**config.mk**
```make
export PLATFORM = sky130hd
export DESIGN_NAME = instr_exec_ctrl
export DESIGN_NICKNAME = d
export VERILOG_FILES = /design/src/rtl/instr_exec_ctrl.sv
export SDC_FILE = /design/constraint.sdc
export NUM_CORES = 1
export LEC_CHECK = 0
export ABC_AREA = 1
export BUFFER_PORTS_ARGS = -buffer_cell sky130_fd_sc_hd__buf_2
export CORE_MARGIN = 5
export CORE_UTILIZATION = 35
export CTS_CLUSTER_DIAMETER = 150
export CTS_CLUSTER_SIZE = 40
export DETAILED_ROUTE_END_ITERATION = 12
export MAX_ROUTING_LAYER = met4
export PLACE_DENSITY = 0.62
export SLEW_MARGIN = 40
export SYNTH_ARGS = -nofsm -noshare
export SYNTH_HDL_FRONTEND = slang
export SYNTH_SLANG_ARGS = --single-unit
```
**constraint.sdc**
```tcl
create_clock -name clk -period 2.8 [get_ports clk]
set_input_delay 0.56 -clock clk [delete_from_list [all_inputs] [get_ports clk]]
set_output_delay 0.56 -clock clk [all_outputs]
set_load 0.01 [all_outputs]
```
**src/rtl/instr_exec_ctrl.sv**
```systemverilog
// Multi-cycle decode/execute sequencer for 28-bit encoded instructions.
// Fetch handshake in, register-file and req/ack data-memory ports out, owns the PC.
module instr_exec_ctrl #(
    parameter int DATA_W   = 28,
    parameter int ADDR_W   = 8,
    parameter int PC_W     = 8,
    parameter int RESET_PC = 0
) (
    input  logic              clk,
    input  logic              rst,
    input  logic              instr_valid,
    output logic              instr_ready,
    input  logic [27:0]       instr,
    output logic [4:0]        rf_raddr_a,
    output logic [4:0]        rf_raddr_b,
    input  logic [DATA_W-1:0] rf_rdata_a,
    input  logic [DATA_W-1:0] rf_rdata_b,
    output logic              rf_we,
    output logic [4:0]        rf_waddr,
    output logic [DATA_W-1:0] rf_wdata,
    output logic              mem_req,
    output logic              mem_we,
    output logic [ADDR_W-1:0] mem_addr,
    output logic [DATA_W-1:0] mem_wdata,
    input  logic [DATA_W-1:0] mem_rdata,
    input  logic              mem_ack,
    output logic [PC_W-1:0]   pc,
    output logic              retire,
    output logic              illegal
);

    localparam logic [4:0] OP_ADD   = 5'd0;
    localparam logic [4:0] OP_ADDU  = 5'd1;
    localparam logic [4:0] OP_STORE = 5'd2;
    localparam logic [4:0] OP_LOAD  = 5'd3;
    localparam logic [4:0] OP_LOADI = 5'd4;
    localparam logic [4:0] OP_BEQ   = 5'd5;
    localparam logic [4:0] OP_SLT   = 5'd6;

    typedef enum logic [2:0] {
        S_IDLE,
        S_DECODE,
        S_EXEC,
        S_MEM,
        S_WB,
        S_RETIRE
    } state_t;

    state_t            state_reg, state_next;
    logic [27:0]       instr_reg;
    logic [DATA_W-1:0] a_reg, b_reg, result_reg;
    logic [ADDR_W-1:0] addr_reg;
    logic [PC_W-1:0]   pc_reg, target_pc_reg;

    logic [4:0]        opcode, rs, rt, rd;
    logic [7:0]        imm;
    logic              is_store, is_illegal;
    logic [DATA_W-1:0] abs_a, abs_b;

    assign opcode     = instr_reg[27:23];
    assign rs         = instr_reg[22:18];
    assign rt         = instr_reg[17:13];
    assign rd         = instr_reg[12:8];
    assign imm        = instr_reg[7:0];
    assign is_store   = (opcode == OP_STORE);
    assign is_illegal = (opcode > OP_SLT);

    // Negating the most-negative value wraps back to itself, which is the wanted |x|.
    assign abs_a = a_reg[DATA_W-1] ? -a_reg : a_reg;
    assign abs_b = b_reg[DATA_W-1] ? -b_reg : b_reg;

    // Stores read the data-address base from Rd so port A can carry the store data.
    assign rf_raddr_a = rs;
    assign rf_raddr_b = is_store ? rd : rt;
    assign rf_waddr   = rd;
    assign rf_wdata   = result_reg;
    assign mem_addr   = addr_reg;
    assign mem_wdata  = a_reg;
    assign pc         = pc_reg;

    always_ff @(posedge clk) begin
        if (rst) begin
            state_reg     <= S_IDLE;
            instr_reg     <= '0;
            a_reg         <= '0;
            b_reg         <= '0;
            result_reg    <= '0;
            addr_reg      <= '0;
            pc_reg        <= PC_W'(RESET_PC);
            target_pc_reg <= PC_W'(RESET_PC);
        end else begin
            state_reg <= state_next;
            case (state_reg)
                S_IDLE: begin
                    if (instr_valid) instr_reg <= instr;
                end
                S_DECODE: begin
                    a_reg <= rf_rdata_a;
                    b_reg <= rf_rdata_b;
                end
                S_EXEC: begin
                    target_pc_reg <= pc_reg + PC_W'(1);
                    case (opcode)
                        OP_ADD:   result_reg <= a_reg + b_reg;
                        OP_ADDU:  result_reg <= abs_a + abs_b;
                        OP_LOADI: result_reg <= DATA_W'(imm);
                        OP_SLT:   result_reg <= DATA_W'($signed(a_reg) < $signed(b_reg));
                        OP_LOAD:  addr_reg   <= a_reg[ADDR_W-1:0] + ADDR_W'(imm);
                        OP_STORE: addr_reg   <= b_reg[ADDR_W-1:0] + ADDR_W'(imm);
                        OP_BEQ: begin
                            if (a_reg == b_reg)
                                target_pc_reg <= pc_reg + PC_W'($signed(imm));
                        end
                        default: ;
                    endcase
                end
                S_MEM: begin
                    if (mem_ack && !is_store) result_reg <= mem_rdata;
                end
                S_RETIRE: pc_reg <= target_pc_reg;
                default: ;
            endcase
        end
    end

    always_comb begin
        state_next  = state_reg;
        instr_ready = 1'b0;
        rf_we       = 1'b0;
        mem_req     = 1'b0;
        mem_we      = 1'b0;
        retire      = 1'b0;
        illegal     = 1'b0;
        case (state_reg)
            S_IDLE: begin
                instr_ready = 1'b1;
                if (instr_valid) state_next = S_DECODE;
            end
            S_DECODE: state_next = S_EXEC;
            S_EXEC: begin
                case (opcode)
                    OP_LOAD, OP_STORE:                state_next = S_MEM;
                    OP_ADD, OP_ADDU, OP_SLT, OP_LOADI: state_next = S_WB;
                    default:                          state_next = S_RETIRE;
                endcase
            end
            S_MEM: begin
                mem_req = 1'b1;
                mem_we  = is_store;
                if (mem_ack) state_next = is_store ? S_RETIRE : S_WB;
            end
            S_WB: begin
                rf_we      = 1'b1;
                state_next = S_RETIRE;
            end
            S_RETIRE: begin
                retire     = 1'b1;
                illegal    = is_illegal;
                state_next = S_IDLE;
            end
            default: state_next = S_IDLE;
        endcase
    end

endmodule
```
# Yosys cells after proc, flatten, opt, wreduce, memory -nomap -nowiden
# Cells that the tools add are included.
# word_totals
ff_bits	139
in_bits	116
output_inout_bits	93
# classes
addsub	8
magnitude_cmp	2
eq_ne	16
muxes	20
reduce_logical	12
# ops
op	n
$pmux W28 S4	1
$mux W28	3
$add A28 B28 Y28	2
$neg A28 Y28	2
$pmux W28 S2	1
$eq A28 B28 Y1	1
$lt A28 B28 Y1	1
$add A8 B8 Y8	3
$mux W8	2
$pmux W8 S2	1
$eq A5 B3 Y1 const B	3
$pmux W3 S5	1
$eq A5 B2 Y1 const B	2
$add A8 B1 Y8 const B	1
$mux W1	7
$eq A3 B2 Y1 const B	2
$eq A3 B3 Y1 const B	2
$mux W3	2
$ne A2 B2 Y1 const B	3
$pmux W3 S2	1
$reduce_and A2 Y1	3
$eq A5 B1 Y1 const B	1
$gt A5 B3 Y1 const B	1
$logic_not A5 Y1	1
other kinds (10)	11

# Longest topological paths before layout
# depth
word_depth	5
ltp_mapped	25

# Least setup slack after synthesis
# OpenSTA, ideal clock, no wires.
# synth_timing
path_kind	reg2reg
start	register a_reg[1] (netlist: mem_wdata[1])
end	register result_reg[27] (netlist: rf_wdata[27])
setup_ns	0.070
arrival_ns	2.846
required_ns	2.730
slack_ns	-0.117
stages_incl_launch_ff	25
path_buffers	0
synth_period_minus_slack_ns	2.917
path_cell_list	dfxtp_1 > inv_1 > ha_1 > inv_1 > nor2_1 > nand3_1 > nor2_1 > nand2_1 > nand2_1 > o21ai_1 > nor3_1 > xor2_1 > ha_1 > nand2_1 > nor3_1 > nand2_1 > nor2_1 > nand2_1 > inv_1 > nor2_1 > nand2_1 > nand3_1 > nand3_1 > nand2_1 > a21oi_1
# synth_between
elab_chain_len	5
word_cells_on_any_way	6
# synth_rtl
element	line_no	rtl
from (decl)	51	logic [DATA_W-1:0] a_reg, b_reg, result_reg;
from (signal assigned)	98	a_reg <= rf_rdata_a;
$neg A28 Y28	69	assign abs_a = a_reg[DATA_W-1] ? -a_reg : a_reg;
$mux W28	69	
$add A28 B28 Y28	105	OP_ADDU: result_reg <= abs_a + abs_b;
$pmux W28 S4 (*)	103	case (opcode)
$pmux W28 S2 (*)	93	case (state_reg)
to (signal assigned)	104	OP_ADD: result_reg <= a_reg + b_reg;
to (signal assigned)	105	
to (signal assigned)	106	OP_LOADI: result_reg <= DATA_W'(imm);
to (decl)	51	
# Mark *: on every way between the ends. The rest lies on a longest branch, timed or not.
# A chain may end at the register's enable or synchronous reset.

# Final worst setup path
# layout_timing
start	register b_reg[0]
end	register result_reg[27] (netlist: rf_wdata[27])
# layout_between
elab_chain_len	5
word_cells_on_any_way	6
# layout_rtl
element	line_no	rtl
from (decl)	51	
from (signal assigned)	99	b_reg <= rf_rdata_b;
$neg A28 Y28	70	assign abs_b = b_reg[DATA_W-1] ? -b_reg : b_reg;
$mux W28	70	
$add A28 B28 Y28	105	
$pmux W28 S4 (*)	103	
$pmux W28 S2 (*)	93	
# Marked as above.

==> summary.txt <==
Global route
  – Grt ovf: 0
  – First-pass GRT wire length: 76.8 mm
  – Vias in the first global route: 14.3k
  – Largest net degree at the start of global routing: 48
  – Initial antenna violation count: 0
  – GRT Overall Usage: 0.257

Detailed routing
  – Number of remaining DRC errors: 0
  – Vias per cell: 5.06
  – Initial detailed-routing violation count: 912
  – Antenna viol nets, final: 0
  – Via Count: 14.5k
  – TritonRoute pass-1 iters: 5
  – Total wire length: 50.2 mm
  – Routed WL per cell: 17.5 um

Finish
  – Non-Filler Instances: 2877
  – Most frequent cells in the layout: nand2_1 (358), buf_4 (235), inv_1 (226)
  – Filler cells: 3531
  – Fin nets: 2628
  – Area of the multi-input gates: 9540 um^2
  – Seq. cell area: 2810 um^2
  – Diodes inserted: 0
  – Layout area overhead: 45.5%
  – Share of cells above drive strength 1: 0.346
  – Most common library cell in the layout ignoring fill and taps: nand2_1

Critical path
  – Critical Path Fanout Max: 4
  – Crit end category: flip-flop
  – R2R Path Start: b_reg[0]$_SDFFE_PP0N_
  – WP data arrival: 3.57 ns
  – R2R cell count: 23
  – CP Launch Type: flip-flop
  – Data required, critical path: 3.12 ns
  – Reg-to-reg slack, setup: -0.45 ns
  – FF-to-FF End: rf_wdata[27]$_SDFFE_PP0P_
  – Critical path class: reg -> reg

Floorplan
  – Core area: 34400 um^2
  – # IOs: 209
  – Die X: 196 um
  – Std-Cell Rows: 68
  – Die Y: 196 um
  – Die area: 38500 um^2
  – Initial Utilization: 0.353

Yosys
  – Syn nets: 2209
  – Avg Cell Area, Syn: 6.10 um^2
  – Area contributors post-synth: dfxtp_1 (23%), nand2_1 (14%), ha_1 (10%)
  – Sequential-to-total area share from yosys stat: 0.229
  – Seq cells post-synth: 139
  – Post-Syn Instances: 1991
  – Synthesized cell area: 12100 um^2
  – Synth warn: 0
  – Netlist cell types: 43
  – Synth area leader: dfxtp_1
  – Yosys top cell area share: 0.229

Placed design
  – Port Buf Inserts: 208
  – Dpl cells: 2801
  – GP Congestion: 1.02
  – DP Worst Slack: -0.624 ns
  – Final HPWL DP: 40.0 mm

STA
  – Max-slew violations: 0
  – Relative slew slack: 0.634
  – Final period utilization: 1.16
  – RSZ-0062 raised after global routing: true
  – Setup violators final: 20
  – Worst slew pin tran: 0.548 ns
  – Post-Route Skew: 0.0153 ns
  – Final min period: 3.25 ns
  – Final worst slack: -0.449 ns
  – FMAX: 308 MHz
  – Fin. Hold Viols: 0
  – Final setup TNS: -4.31 ns

CTS
  – CTS tree: done
  – Hold Buf Count CTS: 0
  – Root Driver: clkbuf_16
  – Clock latency at the later pin of the worst-skew pair: 0.45 ns
  – CTS max path bufs: 2
  – TritonCTS sink count: 139
  – Clock transition at path regs: 0.07 ns
  – Num CTS Buffers: 17
  – H-Tree Depth: 4

Power and ir drop
  – Flop pwr share: 0.166
  – Logic pwr share: 0.688
  – P per Cell Area: 883 nW/um^2
  – Psw: 7.45 mW
  – Total Power: 15.6 mW
  – Sw frac: 0.478
  – Leak Pwr: 8.83 nW
  – Clk network pwr share: 0.145
  – Internal power: 8.14 mW
  – Max VDD drop: 0.588 mV

Min path
  – Hold wc startpoint: instr[22]
  – Hold Path End: instr_reg[22]$_SDFFE_PP0P_
  – Cell depth of the worst min-delay path: 3
  – Hold WC Path Type: in -> reg

Run status
  – Violated checks: negative setup slack
  – Status: finished with violations

Run
  – Max Cap Violations: 0
-- cell usage after synthesis (all sizes together) --
cell type and instances:
a2111oi 1, a211oi 2, a21o 2, a21oi 235, a31oi 11, and2 3
and3 2, buf 21, clkbuf 48, clkinv 2, dfxtp 139, fa 4
ha 98, inv 279, nand2 444, nand3 139, nand3b 3, nand4 24
nor2 212, nor3 31, nor4 1, o2111ai 2, o211ai 11, o21a 5
o21ai 173, o21bai 10, o221ai 1, o31ai 2, or2 13, xnor2 9
xor2 64
-- power groups by stage --
stage | clock network [mW] | logic, mW | registers [mW]
after floorplan | 0 | 4.39 | 2.66
after global placement | 0 | 8.17 | 2.59
after detailed placement | 0 | 8.20 | 2.60
after CTS | 2.31 | 9.54 | 2.58
after global routing | 2.40 | 11.6 | 2.63
final | 2.27 | 10.7 | 2.59
-- how the worst max path moves through the flow --
stage	start	end	cells after the start
2_1_floorplan	mem_wdata[1]$_SDFFE_PP0N_	rf_wdata[26]$_SDFFE_PP0P_	24
3_3_place_gp	mem_wdata[6]$_SDFFE_PP0N_	rf_wdata[26]$_SDFFE_PP0P_	19
3_5_place_dp	mem_wdata[2]$_SDFFE_PP0N_	rf_wdata[14]$_SDFFE_PP0P_	17
4_1_cts	b_reg[5]$_SDFFE_PP0N_	rf_wdata[24]$_SDFFE_PP0P_	20
6_report	b_reg[0]$_SDFFE_PP0N_	rf_wdata[27]$_SDFFE_PP0P_	23
5_1_grt	b_reg[0]$_SDFFE_PP0N_	rf_wdata[27]$_SDFFE_PP0P_	23
-- metrics by stage --
stage	util	hold WS, ns	instance area, um^2
after floorplan	-	0.425	12200
final	0.514	0.372	17700
after detailed placement	0.440	0.444	15100
after global placement	0.440	0.433	15100
after global routing	0.514	0.365	17700
after CTS	0.488	0.353	16800
-- logic make-up (layout without fill, tap and decap cells) --
kind of cell,after synthesis,count (layout),synth area share
fa+ha+maj,102,102,0.108
compound gates,455,455,0.197
flops,139,139,0.229
xor+xnor,73,73,0.0527
buf+inv,350,781,0.113
simple gates,872,872,0.301
-- layout make-up --
cell class                      instances  area share
Multi-Input combinational cell       1502       0.540
Timing Repair Buffer                  469       0.176
Sequential cell                       139       0.159
Inverter                              281      0.0606
Tap cell                              455      0.0322
Clock buffer                           19      0.0256
Clock inverter                         12     0.00638
-- repair_timing --
| action | CTS | global route |
|---|---|---|
| resized for setup | 231 | 189 |
| pin swaps | 100 | 96 |
| buffers inserted | 31 | 20 |
| endpoints found under the setup margin | 23 | 27 |
| cloned | 0 | 0 |
-- worst max-delay path, cell delays in order, from the launching register on --
cell	delay [ns]
dfxtp_2	0.33
inv_2	0.07
ha_4	0.15
inv_2	0.07
nor2_4	0.12
nand4_1	0.17
nor2_1	0.18
nand2_2	0.10
nor2_4	0.21
buf_6	0.13
a31oi_1	0.08
xor2_1	0.17
ha_1	0.33
buf_4	0.15
a21oi_1	0.13
nand2_1	0.10
a21oi_4	0.14
nand2_1	0.06
nor2_1	0.08
nand2_1	0.05
nand3_1	0.08
nand3_1	0.07
nand2_1	0.10
a21oi_2	0.05
-- per-layer routing --
metal  GRT usage  part of all wire  vias to the layer above
li1            -                 -                     7304
met2       0.450              0.50                      375
met3      0.0321             0.038                      102
met4       0.103             0.043                        0
met1       0.299              0.42                     6767
met5           -                 0                        -
Note: power is estimated with default switching activity, not from simulation.
